**config.mk**
```make
export PLATFORM = sky130hd
export DESIGN_NAME = addsub_4bit_bist
export DESIGN_NICKNAME = d
export VERILOG_FILES = /design/src/rtl/alu_test_pkg.sv /design/src/rtl/lfsr8.sv /design/src/rtl/addsub_4bit_bist.sv
export SDC_FILE = /design/constraint.sdc
export NUM_CORES = 1
export LEC_CHECK = 0
export ABC_AREA = 1
export ABC_CLOCK_PERIOD_IN_PS = 3410
export CORE_ASPECT_RATIO = 0.8
export CORE_MARGIN = 2
export CORE_UTILIZATION = 46
export DETAILED_ROUTE_END_ITERATION = 6
export GPL_ROUTABILITY_DRIVEN = 1
export PLACE_DENSITY_LB_ADDON = 0.15
export RECOVER_POWER = 50
export SKIP_CTS_REPAIR_TIMING = 1
export SYNTH_ARGS = -nofsm -noshare
export SYNTH_HDL_FRONTEND = slang
export SYNTH_SLANG_ARGS = --single-unit
```
**constraint.sdc**
```tcl
create_clock -name clk -period 3.41 [get_ports clk]
set_input_delay 0.682 -clock clk [delete_from_list [all_inputs] [get_ports clk]]
set_output_delay 0.682 -clock clk [all_outputs]
set_load 0.05 [all_outputs]
```
**src/rtl/alu_test_pkg.sv**
```systemverilog
// Shared types and golden model for the addsub_4bit self-test.
// exp_addsub4 is also reused by the software-level benches.
package alu_test_pkg;

    typedef enum logic [1:0] {
        IDLE = 2'd0,
        ADD  = 2'd1,
        SUB  = 2'd2,
        DONE = 2'd3
    } state_t;

    localparam logic [7:0] LFSR_TAPS = 8'hB8;

    // Returns {ovfl, sum}; sum wraps mod 16, ovfl is signed overflow.
    function automatic logic [4:0] exp_addsub4(input logic [3:0] a,
                                               input logic [3:0] b,
                                               input logic       sub);
        logic [3:0] s;
        logic       ovfl;
        s    = sub ? (a - b) : (a + b);
        ovfl = sub ? ((a[3] != b[3]) && (s[3] != a[3]))
                   : ((a[3] == b[3]) && (s[3] != a[3]));
        return {ovfl, s};
    endfunction

endpackage

```
**src/rtl/lfsr8.sv**
```systemverilog
// 8-bit Galois LFSR, right shift; reset and load both restore the seed.
module lfsr8
    import alu_test_pkg::*;
(
    input  logic       clk,
    input  logic       rst,
    input  logic       load,
    input  logic [7:0] seed,
    input  logic       step,
    output logic [7:0] q
);

    always_ff @(posedge clk) begin
        if (rst || load) begin
            q <= seed;
        end else if (step) begin
            q <= {1'b0, q[7:1]} ^ (q[0] ? LFSR_TAPS : 8'h00);
        end
    end

endmodule

```
**src/rtl/addsub_4bit_bist.sv**
```systemverilog
// Stimulus/compare engine for addsub_4bit: ADD phase then SUB phase,
// reporting pass/fail, a saturating mismatch count and the first failing vector.
//
//  state | meaning
//  ------+--------------------------------------------------------------
//  IDLE  | after reset, waiting for start
//  ADD   | sub=0, one vector per cycle, compared at the edge ending it
//  SUB   | sub=1, same vector sequence reloaded from SEED
//  DONE  | results held; start launches a fresh run
module addsub_4bit_bist
    import alu_test_pkg::*;
#(
    parameter int         NUM_VEC      = 100,
    parameter logic [7:0] SEED         = 8'hA5,
    parameter bit         STOP_ON_FAIL = 1'b1,
    parameter int         CNT_W        = 8
) (
    input  logic             clk,
    input  logic             rst,
    input  logic             start,
    output logic [3:0]       A,
    output logic [3:0]       B,
    output logic             sub,
    input  logic [3:0]       Sum,
    input  logic             Ovfl,
    output logic             busy,
    output logic             done,
    output logic             pass,
    output logic [CNT_W-1:0] err_cnt,
    output logic [13:0]      fail_info
);

    localparam int            VW       = (NUM_VEC > 1) ? $clog2(NUM_VEC) : 1;
    localparam logic [VW-1:0] VEC_LAST = VW'(NUM_VEC - 1);

    state_t             state, state_nxt;
    logic [VW-1:0]      vec_left, vec_left_nxt;
    logic [3:0]         a_nxt, b_nxt;
    logic               sub_nxt, busy_nxt, done_nxt, pass_nxt;
    logic [CNT_W-1:0]   err_nxt, err_new, err_inc;
    logic [13:0]        fi_nxt;
    logic               lfsr_load, lfsr_step;
    logic [7:0]         lfsr_q;
    logic [4:0]         golden;
    logic               mismatch;

    lfsr8 u_lfsr (
        .clk  (clk),
        .rst  (rst),
        .load (lfsr_load),
        .seed (SEED),
        .step (lfsr_step),
        .q    (lfsr_q)
    );

    assign golden   = exp_addsub4(A, B, sub);
    // Sum is meaningless once overflow is expected, so only Ovfl is judged then.
    assign mismatch = (Ovfl != golden[4]) || (!golden[4] && (Sum != golden[3:0]));
    assign err_inc  = (&err_cnt) ? err_cnt : err_cnt + CNT_W'(1);
    assign err_new  = mismatch ? err_inc : err_cnt;

    always_comb begin
        state_nxt    = state;
        vec_left_nxt = vec_left;
        a_nxt        = A;
        b_nxt        = B;
        sub_nxt      = sub;
        busy_nxt     = busy;
        done_nxt     = done;
        pass_nxt     = pass;
        err_nxt      = err_cnt;
        fi_nxt       = fail_info;
        lfsr_load    = 1'b0;
        lfsr_step    = 1'b0;

        case (state)
            IDLE, DONE: begin
                if (start) begin
                    state_nxt    = ADD;
                    vec_left_nxt = VEC_LAST;
                    a_nxt        = 4'h0;
                    b_nxt        = 4'h0;
                    sub_nxt      = 1'b0;
                    busy_nxt     = 1'b1;
                    done_nxt     = 1'b0;
                    pass_nxt     = 1'b0;
                    err_nxt      = '0;
                    fi_nxt       = '0;
                    lfsr_load    = 1'b1;
                end
            end

            ADD, SUB: begin
                err_nxt = err_new;
                if (mismatch && (err_cnt == '0)) begin
                    fi_nxt = {sub, A, B, Sum, Ovfl};
                end

                if (mismatch && STOP_ON_FAIL) begin
                    // Operands stay on the failing vector for inspection.
                    state_nxt = DONE;
                    busy_nxt  = 1'b0;
                    done_nxt  = 1'b1;
                    pass_nxt  = 1'b0;
                end else if (vec_left == '0) begin
                    if (state == ADD) begin
                        state_nxt    = SUB;
                        vec_left_nxt = VEC_LAST;
                        a_nxt        = 4'h0;
                        b_nxt        = 4'h0;
                        sub_nxt      = 1'b1;
                        lfsr_load    = 1'b1;
                    end else begin
                        state_nxt = DONE;
                        busy_nxt  = 1'b0;
                        done_nxt  = 1'b1;
                        pass_nxt  = (err_new == '0);
                    end
                end else begin
                    vec_left_nxt = vec_left - VW'(1);
                    a_nxt        = lfsr_q[7:4];
                    b_nxt        = lfsr_q[3:0];
                    lfsr_step    = 1'b1;
                end
            end

            default: state_nxt = IDLE;
        endcase
    end

    always_ff @(posedge clk) begin
        if (rst) begin
            state     <= IDLE;
            vec_left  <= '0;
            A         <= 4'h0;
            B         <= 4'h0;
            sub       <= 1'b0;
            busy      <= 1'b0;
            done      <= 1'b0;
            pass      <= 1'b0;
            err_cnt   <= '0;
            fail_info <= '0;
        end else begin
            state     <= state_nxt;
            vec_left  <= vec_left_nxt;
            A         <= a_nxt;
            B         <= b_nxt;
            sub       <= sub_nxt;
            busy      <= busy_nxt;
            done      <= done_nxt;
            pass      <= pass_nxt;
            err_cnt   <= err_nxt;
            fail_info <= fi_nxt;
        end
    end

endmodule
```
==> results.json <==
{
  "cp.required_ns": 3.64,
  "finClkSkew_ns": 0.00818,
  "hold_violations": 0,
  "finalSetupTns_ns": 0,
  "fin_nets": 441,
  "cts_buffers": 5,
  "grt_max_degree": 28,
  "antenna_found_initial": 0,
  "start_util_pct": 47.8,
  "synth.top_cell.area_share_pct": 36.0,
  "port_buffers": 41,
  "yosysSeqAreaShare_pct": 36.0,
  "ios": 42,
  "synth_ff_type": "dfxtp_1",
  "rsz0062_at_grt": "false",
  "yosysMostFrequentCell": "nand2_1",
  "power_density_mw_per_mm2": 1110,
  "cp.arrival_ns": 3.33,
  "area_delta_synth_final_pct": 19.5,
  "setup_viol": 0,
  "grt_overflow": 0,
  "worstSetupEndpointType": "flip-flop",
  "syn-num-nets": 401,
  "power.leakage_uw": 0.00148,
  "hold_class": "reg2reg",
  "die_y_um": 74.3,
  "crit_fanout": 12,
  "total_power_uw": 3770,
  "tightest_slew_ns": 0.519,
  "drt-wirelength-per-cell_um": 12.2,
  "synth-seq-cells": 51,
  "status": "complete, no violations",
  "period_share_pct": 91.0,
  "synth-edff-count": 0,
  "slew_headroom_pct": 65.3,
  "async_flop_share_pct": 0,
  "cts.clk_slew.worst_paths_ns": 0.10,
  "final_antenna_net_count": 0,
  "layout_min_cycle_time_ns": 3.10,
  "grt_pass1_wl_um": 10200,
  "netlist_area_mm2": 0.00284,
  "fmax_mhz": 322,
  "antenna_cells": 0,
  "gp_congestion": 0.846,
  "report.final.slew_viol_count": 0,
  "clk_latency_ns": 0.31,
  "criticalPathCategory": "reg2reg",
  "totalWireLength_um": 6160,
  "vdd_ir_drop_max_mv": 0.631,
  "vias": 2494,
  "post_synth.cell_area_avg_um2": 7.41,
  "ys_warn_count": 0,
  "dieArea_mm2": 0.00682,
  "hpwl_um": 4560,
  "viasPerCell": 4.94,
  "htreeDepth": 2,
  "netlist_instances": 383,
  "postPlaceCellArea_mm2": 0.00329,
  "core_area_mm2": 0.00594,
  "drtIter0Drc": 105,
  "clockBufferDepth": 2,
  "cts_tree": "built",
  "yosysTopAreaCell": "dfxtp_1",
  "final_area_mm2": 0.00339,
  "grt_usage_pct": 18.4,
  "rows": 25,
  "grt_pass1_vias": 2218,
  "clock_sinks": 51,
  "yosys-top-cells-count": "nand2_1 (91), dfxtp_1 (51), inv_1 (48)",
  "synth_cell_type_count": 43,
  "route.detailed.drc": 0,
  "max-cap-violations": 0,
  "drive_above_1_share_pct": 13.4,
  "synthTopCellsByArea": "dfxtp_1 (36%), nand2_1 (12%), inv_1 (6.3%), a21oi_1 (5.8%), nor2_1 (4.1%)",
  "cts-root-buf": "clkbuf_8",
  "start_kind": "flip-flop",
  "fp.dieW_um": 91.8,
  "dr.pass1.iters": 4
}
## worst max-delay path: stages (launching register included)
cell and delay [ns]:
dfxtp_1 0.44, inv_1 0.07, ha_1 0.29, o21ai_1 0.21, ha_1 0.27, nand2_1 0.07
nor2_1 0.04, nor2_1 0.21, inv_1 0.12, nand2_4 0.11, nand2_1 0.07, nand2_2 0.06
nand2_2 0.07, o21ai_4 0.30, nand2_2 0.23, clkinv_2 0.19, nand2_1 0.10, a21oi_1 0.17
## layout by cell type, fill, tap and decap left out, types with 2 or more instances in the layout
cell type / count
nand3_2: 5
a31oi_1: 2
clkinv_2: 3
ha_1: 9
nor2_2: 2
nor4_1: 3
dfxtp_1: 51
clkdlybuf4s50_1: 7
nand2_4: 6
a21oi_2: 7
xnor2_1: 5
nor2_1: 31
xor2_1: 6
nand2_2: 10
a211oi_2: 3
nand3_1: 18
inv_1: 48
inv_2: 4
nand2_1: 92
inv_4: 2
nand3b_1: 3
o21ai_0: 14
nor3_1: 4
a21oi_1: 33
dlygate4sd3_1: 34
o21ai_1: 2
clkbuf_8: 5
## metrics by stage
stage | cells | util (%) | hold slack, ns | setup WS, ns
3_5_place_dp | 497 | 55.3 | 0.452 | 0.244
3_3_place_gp | 497 | 55.3 | 0.448 | 0.424
4_1_cts | 505 | 57.2 | 0.467 | 0.191
5_1_grt | 505 | 57.1 | 0.478 | 0.0439
6_report | 505 | 57.1 | 0.460 | 0.308
2_1_floorplan | 383 | - | 0.437 | 0.301
## report_power, final
part / switching (uW) / leakage [uW] / total [uW] / internal, uW
registers: 143 / 0.000415 / 904 / 761
clock network: 206 / 0.0000581 / 424 / 219
logic: 1690 / 0.00101 / 2440 / 746
## routing by layer
metal	routed length [um]	GRT usage, %	vias up
li1	-	-	1307
met1	3300	26.5	1132
met2	2560	28.2	50
met3	256	4.05	5
met4	40	4.64	0
met5	0	0	-
## cell families (layout without fill, tap and decap cells)
logic type | Yosys count | count (layout) | synth area share, %
flops | 51 | 51 | 36.0
fa+ha+maj | 10 | 10 | 4.67
simple gates | 179 | 179 | 31.1
compound gates | 67 | 67 | 14.7
xor+xnor | 11 | 11 | 3.39
buf+inv | 65 | 106 | 10.2
## area by class of cell
class | instances | area (um^2)
Timing Repair Buffer | 42 | 418
Clock inverter | 3 | 43.8
Tap cell | 81 | 101
Fill cell | 570 | 2550
Sequential cell | 51 | 1020
Clock buffer | 5 | 68.8
Multi-Input combinational cell | 267 | 1520
Inverter | 56 | 218
## registers in the layout (all words and copies together), names as in the netlist
| name | count |
|---|---|
| sub | 1 |
| u_lfsr.q | 8 |
| state | 2 |
| busy | 1 |
| err_cnt | 8 |
| fail_info | 14 |
| A | 4 |
| done | 1 |
| B | 4 |
| pass | 1 |
| vec_left | 7 |
## path summary, 6_finish.rpt
| path | slack [ns] | cells past startpoint | startpoint | to |
|---|---|---|---|---|
| setup / recovery | 0.31 | 17 | B[0] | B[3] |
| hold / removal | 0.46 | 2 | fail_info[5] | fail_info[5] |
| setup reg to reg | 0.31 | 17 | B[0] | B[3] |
| hold reg to reg | 0.46 | 2 | fail_info[5] | fail_info[5] |
Power figures use the tool's default switching activity.
